===== src/rtl/immed_encoder.sv =====
// ---------------------------------------------------------------------------
// immed_encoder
//
// Purpose:
//   Packs a 32-bit immediate into the I/S/B/U/J immediate bit positions of a
//   RISC-V instruction template. This is the inverse of the core's immediate
//   decode. It also flags immediates that cannot be represented in the chosen
//   format. The boot/debug loader uses it to patch branch, jump and load
//   offsets before they are written into instruction memory.
//
//   There are two pipeline stages with valid/ready handshakes:
//     stage 1 - registers the request (fmt, base, imm), then derives the
//               range, alignment and format error flags from the registered
//               copy.
//     stage 2 - registers the encoded word and its flags, and holds both
//               stable while the consumer stalls.
//   Errors never block the pipeline. The truncated encoding is still emitted,
//   with its flags set. err_count is a saturating count of the delivered
//   words that carry any error flag.
//
// Optional feature (macro IMMED_ROUNDTRIP_EN):
//   When the macro is defined, stage 2 decodes the encoded word back into a
//   sign-extended immediate and raises rt_err if that value differs from the
//   registered imm. The check only applies to legal requests that have no
//   range or alignment error. rt_err also counts towards err_count.
//   When the macro is undefined, rt_err is tied to 0 and no extra logic is
//   built.
//
// Ports:
//   clk        in   system clock, rising edge
//   rst_n      in   asynchronous active-low reset
//   in_valid   in   request valid
//   in_ready   out  encoder can accept a request this cycle
//   fmt        in   0=I 1=S 2=B 3=U 4=J, 5-7 illegal
//   base       in   instruction template; immediate bit positions overwritten
//   imm        in   immediate (byte offset for B/J, full upper value for U)
//   out_valid  out  encoded word valid
//   out_ready  in   consumer accepts the word
//   instr      out  encoded instruction
//   range_err  out  imm not representable in fmt
//   align_err  out  required-zero low bits of imm are nonzero
//   fmt_err    out  illegal fmt
//   rt_err     out  round-trip decode mismatch (optional feature)
//   err_count  out  saturating count of delivered words with any error flag
// ---------------------------------------------------------------------------
module immed_encoder #(
  parameter int ERR_CNT_W = 8
) (
  input  logic                 clk,
  input  logic                 rst_n,
  input  logic                 in_valid,
  output logic                 in_ready,
  input  logic [2:0]           fmt,
  input  logic [31:0]          base,
  input  logic [31:0]          imm,
  output logic                 out_valid,
  input  logic                 out_ready,
  output logic [31:0]          instr,
  output logic                 range_err,
  output logic                 align_err,
  output logic                 fmt_err,
  output logic                 rt_err,
  output logic [ERR_CNT_W-1:0] err_count
);

  typedef enum logic [2:0] {
    FMT_I = 3'd0,
    FMT_S = 3'd1,
    FMT_B = 3'd2,
    FMT_U = 3'd3,
    FMT_J = 3'd4
  } fmt_e;

  localparam logic [ERR_CNT_W-1:0] CNT_MAX = {ERR_CNT_W{1'b1}};
  localparam logic [ERR_CNT_W-1:0] CNT_ONE = {{(ERR_CNT_W-1){1'b0}}, 1'b1};

  // Stage 1 registers
  logic        s1_valid_q, s1_valid_d;
  logic [2:0]  s1_fmt_q,   s1_fmt_d;
  logic [31:0] s1_base_q,  s1_base_d;
  logic [31:0] s1_imm_q,   s1_imm_d;

  // Stage 2 registers
  logic                 out_valid_q, out_valid_d;
  logic [31:0]          instr_q,     instr_d;
  logic                 range_err_q, range_err_d;
  logic                 align_err_q, align_err_d;
  logic                 fmt_err_q,   fmt_err_d;
  logic [ERR_CNT_W-1:0] err_count_q, err_count_d;

  // Stage 1 combinational results
  logic        s1_adv;
  logic        range_err_c;
  logic        align_err_c;
  logic        fmt_err_c;
  logic [31:0] instr_c;
  logic        any_err;

  // ------------------------------------------------------------------------
  // Handshake. Stage 2 can take a new word when it is empty or when its
  // current word is leaving this cycle. Stage 1 can take a request when it
  // is empty or when it is passing its word on. in_ready does not depend on
  // in_valid, so there is no combinational path from in_valid to out_valid.
  // ------------------------------------------------------------------------
  always_comb begin
    s1_adv   = !out_valid_q || out_ready;
    in_ready = !s1_valid_q || s1_adv;
  end

  always_comb begin
    s1_valid_d = s1_valid_q;
    s1_fmt_d   = s1_fmt_q;
    s1_base_d  = s1_base_q;
    s1_imm_d   = s1_imm_q;
    if (in_ready) begin
      s1_valid_d = in_valid;
      if (in_valid) begin
        s1_fmt_d  = fmt;
        s1_base_d = base;
        s1_imm_d  = imm;
      end
    end
  end

  always_ff @(posedge clk or negedge rst_n) begin
    if (!rst_n) begin
      s1_valid_q <= 1'b0;
      s1_fmt_q   <= 3'd0;
      s1_base_q  <= 32'd0;
      s1_imm_q   <= 32'd0;
    end else begin
      s1_valid_q <= s1_valid_d;
      s1_fmt_q   <= s1_fmt_d;
      s1_base_q  <= s1_base_d;
      s1_imm_q   <= s1_imm_d;
    end
  end

  // ------------------------------------------------------------------------
  // Representability checks. An immediate fits an N-bit signed field when
  // every bit above the field's sign bit is a copy of that sign bit. The
  // "not all equal" tests below catch any other pattern. U-type keeps only
  // imm[31:12], so nonzero low bits are reported as an alignment error.
  // ------------------------------------------------------------------------
  always_comb begin
    range_err_c = 1'b0;
    align_err_c = 1'b0;
    fmt_err_c   = 1'b0;
    case (s1_fmt_q)
      FMT_I, FMT_S: begin
        range_err_c = !((&s1_imm_q[31:11]) || !(|s1_imm_q[31:11]));
      end
      FMT_B: begin
        range_err_c = !((&s1_imm_q[31:12]) || !(|s1_imm_q[31:12]));
        align_err_c = s1_imm_q[0];
      end
      FMT_U: begin
        align_err_c = |s1_imm_q[11:0];
      end
      FMT_J: begin
        range_err_c = !((&s1_imm_q[31:20]) || !(|s1_imm_q[31:20]));
        align_err_c = s1_imm_q[0];
      end
      default: begin
        fmt_err_c = 1'b1;
      end
    endcase
  end

  // ------------------------------------------------------------------------
  // Scatter the immediate into the template. B and J drop imm[0] because
  // targets are halfword aligned. Their sign bit always lands in instr[31].
  // An illegal format passes the template through unchanged.
  // ------------------------------------------------------------------------
  always_comb begin
    instr_c = s1_base_q;
    case (s1_fmt_q)
      FMT_I: begin
        instr_c[31:20] = s1_imm_q[11:0];
      end
      FMT_S: begin
        instr_c[31:25] = s1_imm_q[11:5];
        instr_c[11:7]  = s1_imm_q[4:0];
      end
      FMT_B: begin
        instr_c[31]    = s1_imm_q[12];
        instr_c[30:25] = s1_imm_q[10:5];
        instr_c[11:8]  = s1_imm_q[4:1];
        instr_c[7]     = s1_imm_q[11];
      end
      FMT_U: begin
        instr_c[31:12] = s1_imm_q[31:12];
      end
      FMT_J: begin
        instr_c[31]    = s1_imm_q[20];
        instr_c[30:21] = s1_imm_q[10:1];
        instr_c[20]    = s1_imm_q[11];
        instr_c[19:12] = s1_imm_q[19:12];
      end
      default: begin
        instr_c = s1_base_q;
      end
    endcase
  end

`ifdef IMMED_ROUNDTRIP_EN
  logic [31:0] rt_imm_c;
  logic        rt_err_c;
  logic        rt_err_q, rt_err_d;

  // ------------------------------------------------------------------------
  // Decode the encoded word the same way the core's decoder will. This
  // catches any disagreement between the encode mapping and what the core
  // will actually execute. Requests that already carry a range or alignment
  // error are skipped, because their truncated encoding is expected to
  // differ from imm.
  // ------------------------------------------------------------------------
  always_comb begin
    rt_imm_c = 32'd0;
    case (s1_fmt_q)
      FMT_I: rt_imm_c = {{20{instr_c[31]}}, instr_c[31:20]};
      FMT_S: rt_imm_c = {{20{instr_c[31]}}, instr_c[31:25], instr_c[11:7]};
      FMT_B: rt_imm_c = {{19{instr_c[31]}}, instr_c[31], instr_c[7],
                         instr_c[30:25], instr_c[11:8], 1'b0};
      FMT_U: rt_imm_c = {instr_c[31:12], 12'd0};
      FMT_J: rt_imm_c = {{11{instr_c[31]}}, instr_c[31], instr_c[19:12],
                         instr_c[20], instr_c[30:21], 1'b0};
      default: rt_imm_c = s1_imm_q;
    endcase
    rt_err_c = !fmt_err_c && !range_err_c && !align_err_c &&
               (rt_imm_c != s1_imm_q);
  end

  always_comb begin
    rt_err_d = rt_err_q;
    if (s1_adv && s1_valid_q) begin
      rt_err_d = rt_err_c;
    end
  end

  always_ff @(posedge clk or negedge rst_n) begin
    if (!rst_n) begin
      rt_err_q <= 1'b0;
    end else begin
      rt_err_q <= rt_err_d;
    end
  end

  assign rt_err  = rt_err_q;
  assign any_err = range_err_q || align_err_q || fmt_err_q || rt_err_q;
`else
  assign rt_err  = 1'b0;
  assign any_err = range_err_q || align_err_q || fmt_err_q;
`endif

  // ------------------------------------------------------------------------
  // Stage 2 loads only when it is free to advance, so a stalled word and its
  // flags stay frozen. A bubble clears out_valid but leaves the stale data,
  // because the data is only meaningful while out_valid is high.
  // ------------------------------------------------------------------------
  always_comb begin
    out_valid_d = out_valid_q;
    instr_d     = instr_q;
    range_err_d = range_err_q;
    align_err_d = align_err_q;
    fmt_err_d   = fmt_err_q;
    if (s1_adv) begin
      out_valid_d = s1_valid_q;
      if (s1_valid_q) begin
        instr_d     = instr_c;
        range_err_d = range_err_c;
        align_err_d = align_err_c;
        fmt_err_d   = fmt_err_c;
      end
    end
  end

  // Count a word only when it is actually handed over, and stop at all-ones.
  always_comb begin
    err_count_d = err_count_q;
    if (out_valid_q && out_ready && any_err && (err_count_q != CNT_MAX)) begin
      err_count_d = err_count_q + CNT_ONE;
    end
  end

  always_ff @(posedge clk or negedge rst_n) begin
    if (!rst_n) begin
      out_valid_q <= 1'b0;
      instr_q     <= 32'd0;
      range_err_q <= 1'b0;
      align_err_q <= 1'b0;
      fmt_err_q   <= 1'b0;
      err_count_q <= '0;
    end else begin
      out_valid_q <= out_valid_d;
      instr_q     <= instr_d;
      range_err_q <= range_err_d;
      align_err_q <= align_err_d;
      fmt_err_q   <= fmt_err_d;
      err_count_q <= err_count_d;
    end
  end

  assign out_valid = out_valid_q;
  assign instr     = instr_q;
  assign range_err = range_err_q;
  assign align_err = align_err_q;
  assign fmt_err   = fmt_err_q;
  assign err_count = err_count_q;

endmodule


===== config.mk =====
export PLATFORM = sky130hd
export DESIGN_NAME = immed_encoder
export DESIGN_NICKNAME = d
export VERILOG_FILES = /design/src/rtl/immed_encoder.sv
export SDC_FILE = /design/constraint.sdc
export NUM_CORES = 1
export LEC_CHECK = 0
export ABC_AREA = 1
export CORE_MARGIN = 1.5
export CORE_UTILIZATION = 45
export DETAILED_ROUTE_END_ITERATION = 6
export MAX_ROUTING_LAYER = met4
export PLACE_DENSITY_LB_ADDON = 0.08
export SETUP_SLACK_MARGIN = 0.05
export SLEW_MARGIN = 0
export SYNTH_ARGS = -nofsm -noshare
export SYNTH_HDL_FRONTEND = slang
export SYNTH_SLANG_ARGS = --single-unit

===== constraint.sdc =====
create_clock -name clk -period 1.47 [get_ports clk]
set_input_delay 0.2205 -clock clk [delete_from_list [all_inputs] [get_ports clk]]
set_output_delay 0.2205 -clock clk [all_outputs]
set_load 0.05 [all_outputs]

* Yosys cells after proc, flatten, opt, wreduce, memory -nomap -nowiden
Cells that the tools add are included.
Widths: inputs -> output; s select.
** Cells by class
- Eq/ne operators :: 5
- $add $sub $neg :: 1
- Multiplexer cells :: 7
- Reduce and logical (&&, ||, !) cells :: 32
** Operators by type and width (count)
- $pmux 7 s4 :: 1
- $reduce_or 12->1 :: 2
- $reduce_and 21->1 :: 1
- $reduce_or 21->1 :: 1
- $reduce_and 20->1 :: 1
- $reduce_or 20->1 :: 1
- $pmux 5 s3 :: 1
- $reduce_and 12->1 :: 1
- $pmux 5 s2 :: 1
- $add 8x1->8 const B :: 1
- $logic_not 1->1 :: 8
- $mux 8 :: 1
- $ne 8x8->1 const B :: 1
- $logic_or 1x1->1 :: 7
- $eq 3x2->1 const B :: 2
- $reduce_or 2->1 :: 3
- $reduce_or 5->1 :: 1
- $reduce_and 2->1 :: 2
- $eq 3x1->1 const B :: 1
- $eq 3x3->1 const B :: 1
- $logic_and 1x1->1 :: 3
- $logic_not 3->1 :: 1
- $pmux 1 s3 :: 1
- $pmux 1 s2 :: 1
- $mux 1 :: 1
** Storage, ports and cells
- Logic and storage cells :: 55
- Bits of input ports :: 71
- Register bits after elaboration :: 112

* Depth between registers and ports, before layout
Gate-level depths: netlist of run 1.
- Depth after elaboration :: 5
- Depth in mapped cells :: 10
- Gate-level depth less buffers :: 10

* Worst setup path after synthesis of run 1
No wires, ideal clock.
- Path type :: register to register
- Start point :: register out_valid_q, in the netlist out_valid
- End point :: register s1_base_q[27]
- Path buffers :: 1
- Cell stages (with the launch flop) :: 5
- Arrival :: 2.074 ns
- Setup slack :: -0.729 ns
- Cells stage by stage :: dfrtp_1 -> nand3_1 -> nand2_2 -> buf_2 -> mux2_2
** Between the ends
- Longest elaborated chain between the ends :: 4
** Ends and longest elaborated chain
- start: declaration :: line 84 : logic out_valid_q, out_valid_d;
- start signal: assignment :: line 295 : out_valid_q <= out_valid_d;
- $logic_not 1->1 :: line 106 : s1_adv = !out_valid_q || out_ready;
- $logic_or 1x1->1 :: line 106
- $logic_or 1x1->1 :: line 107 : in_ready = !s1_valid_q || s1_adv;
- net in_ready :: line 52 : output logic in_ready,
- $reduce_and 2->1 (no line)
- end signal: assignment :: line 134 : s1_base_q <= s1_base_d;
- end: declaration :: line 80 : logic [31:0] s1_base_q, s1_base_d;
The timed path passes the listed nets, and every way through them passes these cells.
A chain may end at the register's enable or synchronous reset.

* Worst setup path after layout of run 1
- Start point :: register err_count_q[1], in the netlist err_count[1]
- End point :: register err_count_q[0], in the netlist err_count[0]
** Between the ends
- Longest elaborated chain between the ends :: 2
** Ends and longest elaborated chain
- start: declaration :: line 89 : logic [ERR_CNT_W-1:0] err_count_q, err_count_d;
- start signal: assignment :: line 300 : err_count_q <= err_count_d;
- $ne 8x8->1 :: line 281 : if (out_valid_q && out_ready && any_err && (err_count_q != CNT_MAX)) begin
- $logic_and 1x1->1 :: line 281
No other way between the ends.

==> reports/metrics.csv, run 1 <==
stage,metric,value,unit
timing,maxSlewViolCount,0,
logic_synthesis,yosysSeqAreaShare,55.7,%
place,pre_cts_slack,-200,ps
clocking,cts_tree,built,
layout,post-route-util,68.0,%
layout,nFillCells,864,
die,core_area,0.0109,sq mm
power,p_per_area,1640,mW/mm^2
die,design.die.area,0.0118,sq mm
layout,ff_latch_area,0.00282,sq mm
layout,area_growth,47.2,%
clocking,h-tree-depth,3,
setup_path,end_kind,flip-flop,
place,gp_congestion,0.916,
setup_path,crit_required,1760,ps
setup_path,cp-start-kind,flip-flop,
global_route,grt_pass1_vias,4108,
global_route,grt_util_met1,33.2,%
clocking,clkTransAtPathRegs,110,ps
routing,via_per_inst,5.11,
setup_path,crit_type,flip-flop to flip-flop,
place,place_inst,803,
clocking,cts_root_buffer,clkbuf_8,
global_route,antenna_found_initial,0,
timing,max_freq,0.714,GHz
clocking,cts_buffer_depth,2,
status,status,finished clean,
routing,drt-total-wl,12800,um
timing,finalHoldViolCount,0,
global_route,gr-usage-met2,35.1,%
layout,drive_above_1_share,28.5,%
power,irDropWorstVdd,1.43,mV
timing,hold-worst-slack,285,ps
timing,finalSetupViolCount,0,
logic_synthesis,yosys_warnings,0,
layout,multi_input_area,0.00212,sq mm
layout,final_nets,755,
layout,final_cells,828,
power,p_leak,3.31,nW
global_route,grt_pass1_wl,20600,um
global_route,grt.total_usage,23.5,%
clocking,numCtsBuffers,9,
timing,finalCriticalPeriod,1400,ps
routing,dr.pass1.iters,4,
logic_synthesis,synth_seq_cells,112,
routing,wl_per_cell,15.5,um
place,portBuffers,115,
clocking,clk_latency,380,ps
global_route,grt-busiest-layer,met2,
flow_run,max-cap-violations,0,
global_route,use_met3,5.26,%
place,post-dp-hpwl,9680,um
timing,grt_setup_unrepaired,yes,
die,die_h,109,um
hold_path,holdCritPathClass,input port to asynchronous set/reset pin,
logic_synthesis,synth_nets,604,
die,rows,38,
timing,finalCritPeriodShare,95.3,%
die,initial_utilization,46.2,%
setup_path,cp_max_fo,5,
global_route,grt_max_degree,41,
logic_synthesis,syn_inst,532,
routing,antenna_left,0,
routing,drtIter0Drc,245,
layout,antenna_cells,0,
logic_synthesis,avgSynthCellArea,9.45,sq um
routing,drc,0,
routing,routed-via-count,4227,
clocking,clock-sinks,112,
timing,finalClockSkew,11.6,ps
die,die_w,109,um
power,p_total,0.0121,W
setup_path,arrival,1690,ps
global_route,gr-total-overflow,0,
logic_synthesis,synth_cell_types,32,
timing,layout_setup_ws,69.4,ps
die,io_pins,117,
logic_synthesis,syn_area,0.00503,sq mm
-- path summary, 6_finish.rpt --
check	slack [ps]	from	cells past startpoint	end
setup / recovery	70	err_count[1]$_DFFE_PN0P_	7	err_count[0]$_DFFE_PN0P_
hold / removal	290	rst_n	2	s1_imm_q[24]$_DFFE_PN0P_
setup reg to reg	70	err_count[1]$_DFFE_PN0P_	7	err_count[0]$_DFFE_PN0P_
hold reg to reg	480	s1_base_q[6]$_DFFE_PN0P_	2	instr[6]$_DFFE_PN0P_
max in group asynchronous	630	rst_n	3	s1_imm_q[12]$_DFFE_PN0P_
min in group clk	420	imm[12]	3	s1_imm_q[12]$_DFFE_PN0P_
-- cell type report --
| cell class | count | area share [%] |
|---|---|---|
| clock inverters | 7 | 1.03 |
| multi-input cells | 364 | 28.6 |
| well taps | 140 | 2.37 |
| repair buffers | 157 | 26.2 |
| flip-flops and latches | 112 | 38.0 |
| clock buffers | 9 | 1.67 |
| inverters | 39 | 2.08 |
-- kinds of logic after synthesis --
kind of cell / Yosys count / synth area share (%)
compound gates: 84 / 9.28
xor+xnor: 6 / 1.04
fa+ha+maj: 1 / 0.249
buf+inv: 56 / 4.73
flops: 112 / 55.7
mux: 46 / 10.3
other cells: 1 / 0.0746
simple gates: 226 / 18.6
-- report_power, final --
group          internal (W)  total (W)  switching, W
combinational       0.00265    0.00560       0.00295
clock              0.000807    0.00190       0.00109
sequential          0.00381    0.00461      0.000804
total               0.00727     0.0121       0.00484
-- metal layers --
metal	routed length [um]	up-vias
met5	0	-
li1	-	2050
met2	5980	117
met3	725	10
met1	5990	2050
met4	106	0
-- metrics by stage --
step                instance area, sq um  TNS (ps)
floorplan                           5100     -5980
global placement                    7020    -10900
detailed placement                  7020    -12170
CTS                                 7250         0
global route                        7400     -21.4
finish                              7400         0
-- timing repair --
| action | CTS | global route |
|---|---|---|
| gates resized for setup | 3 | 36 |
| hold buffers | 1 | 0 |
| hold endpoints to repair | 21 | 0 |
| endpoints found under the setup margin | 11 | 23 |
| setup buffers | 2 | 6 |
| pin swaps | 0 | 3 |
-- cells in the mapped netlist --
cell type	n	area share, %
nand2_2	2	0.25
nor3_1	5	0.50
inv_2	5	0.37
xnor2_1	4	0.70
nand3_1	13	1.3
or2_2	2	0.25
ha_1	1	0.25
mux2_2	46	10
nand2_1	112	8.4
o211ai_1	1	0.15
a21oi_4	2	0.65
nor3_2	1	0.20
o21ai_0	23	2.3
buf_2	4	0.40
dfrtp_1	112	56
xor2_1	2	0.35
o22ai_1	1	0.12
a31oi_1	8	1.0
buf_1	3	0.22
nor2_4	2	0.45
buf_4	6	0.90
a22oi_1	1	0.15
nor2_1	79	5.9
nand3b_1	1	0.15
o221ai_1	2	0.35
conb_1	1	0.075
o21ai_1	16	1.6
nand4_1	7	0.87
inv_1	34	2.5
nand3_2	2	0.40
a21oi_1	30	3.0
clkbuf_1	4	0.30
-- critical path: stages (launching register included) --
cell and delay [ps]:
dfrtp_2 400, ha_4 160, nand3_4 90, nor3_4 220, nand3_2 110, nand3_4 120, buf_6 130, xnor2_2 100
-- registers in the layout, indices dropped and copies added, names as in the netlist --
signal      flops
s1_fmt_q        3
instr          32
fmt_err         1
s1_valid_q      1
out_valid       1
s1_base_q      32
align_err       1
range_err       1
err_count       8
s1_imm_q       32
-- layout by cell type, fill, tap and decap left out, drive strengths merged --
| master | synthesis | routed |
|---|---|---|
| a21oi | 32 | 32 |
| a22oi | 1 | 1 |
| a31oi | 8 | 8 |
| buf | 13 | 87 |
| bufinv | 0 | 1 |
| clkbuf | 4 | 9 |
| clkdlybuf4s50 | 0 | 69 |
| clkinv | 0 | 2 |
| clkinvlp | 0 | 1 |
| conb | 1 | 1 |
| dfrtp | 112 | 112 |
| dlygate4sd3 | 0 | 1 |
| ha | 1 | 1 |
| inv | 39 | 42 |
| mux2 | 46 | 46 |
| nand2 | 114 | 114 |
| nand3 | 15 | 15 |
| nand3b | 1 | 1 |
| nand4 | 7 | 7 |
| nor2 | 81 | 81 |
| nor3 | 6 | 6 |
| o211ai | 1 | 1 |
| o21ai | 39 | 39 |
| o221ai | 2 | 2 |
| o22ai | 1 | 1 |
| or2 | 2 | 2 |
| xnor2 | 4 | 4 |
| xor2 | 2 | 2 |
No activity file was read; power rests on OpenSTA's default activity.
==> run 2, diff against run 1 <==
--- a/config.mk
+++ b/config.mk
@@ -6,6 +6,7 @@
 export NUM_CORES = 1
 export LEC_CHECK = 0
 export ABC_AREA = 1
+export ABC_CLOCK_PERIOD_IN_PS = 1470
 export CORE_MARGIN = 1.5
 export CORE_UTILIZATION = 45
 export DETAILED_ROUTE_END_ITERATION = 6
==> results of run 2 <==
Same layout as run 1: the final DEF is identical, and so are final timing and power.
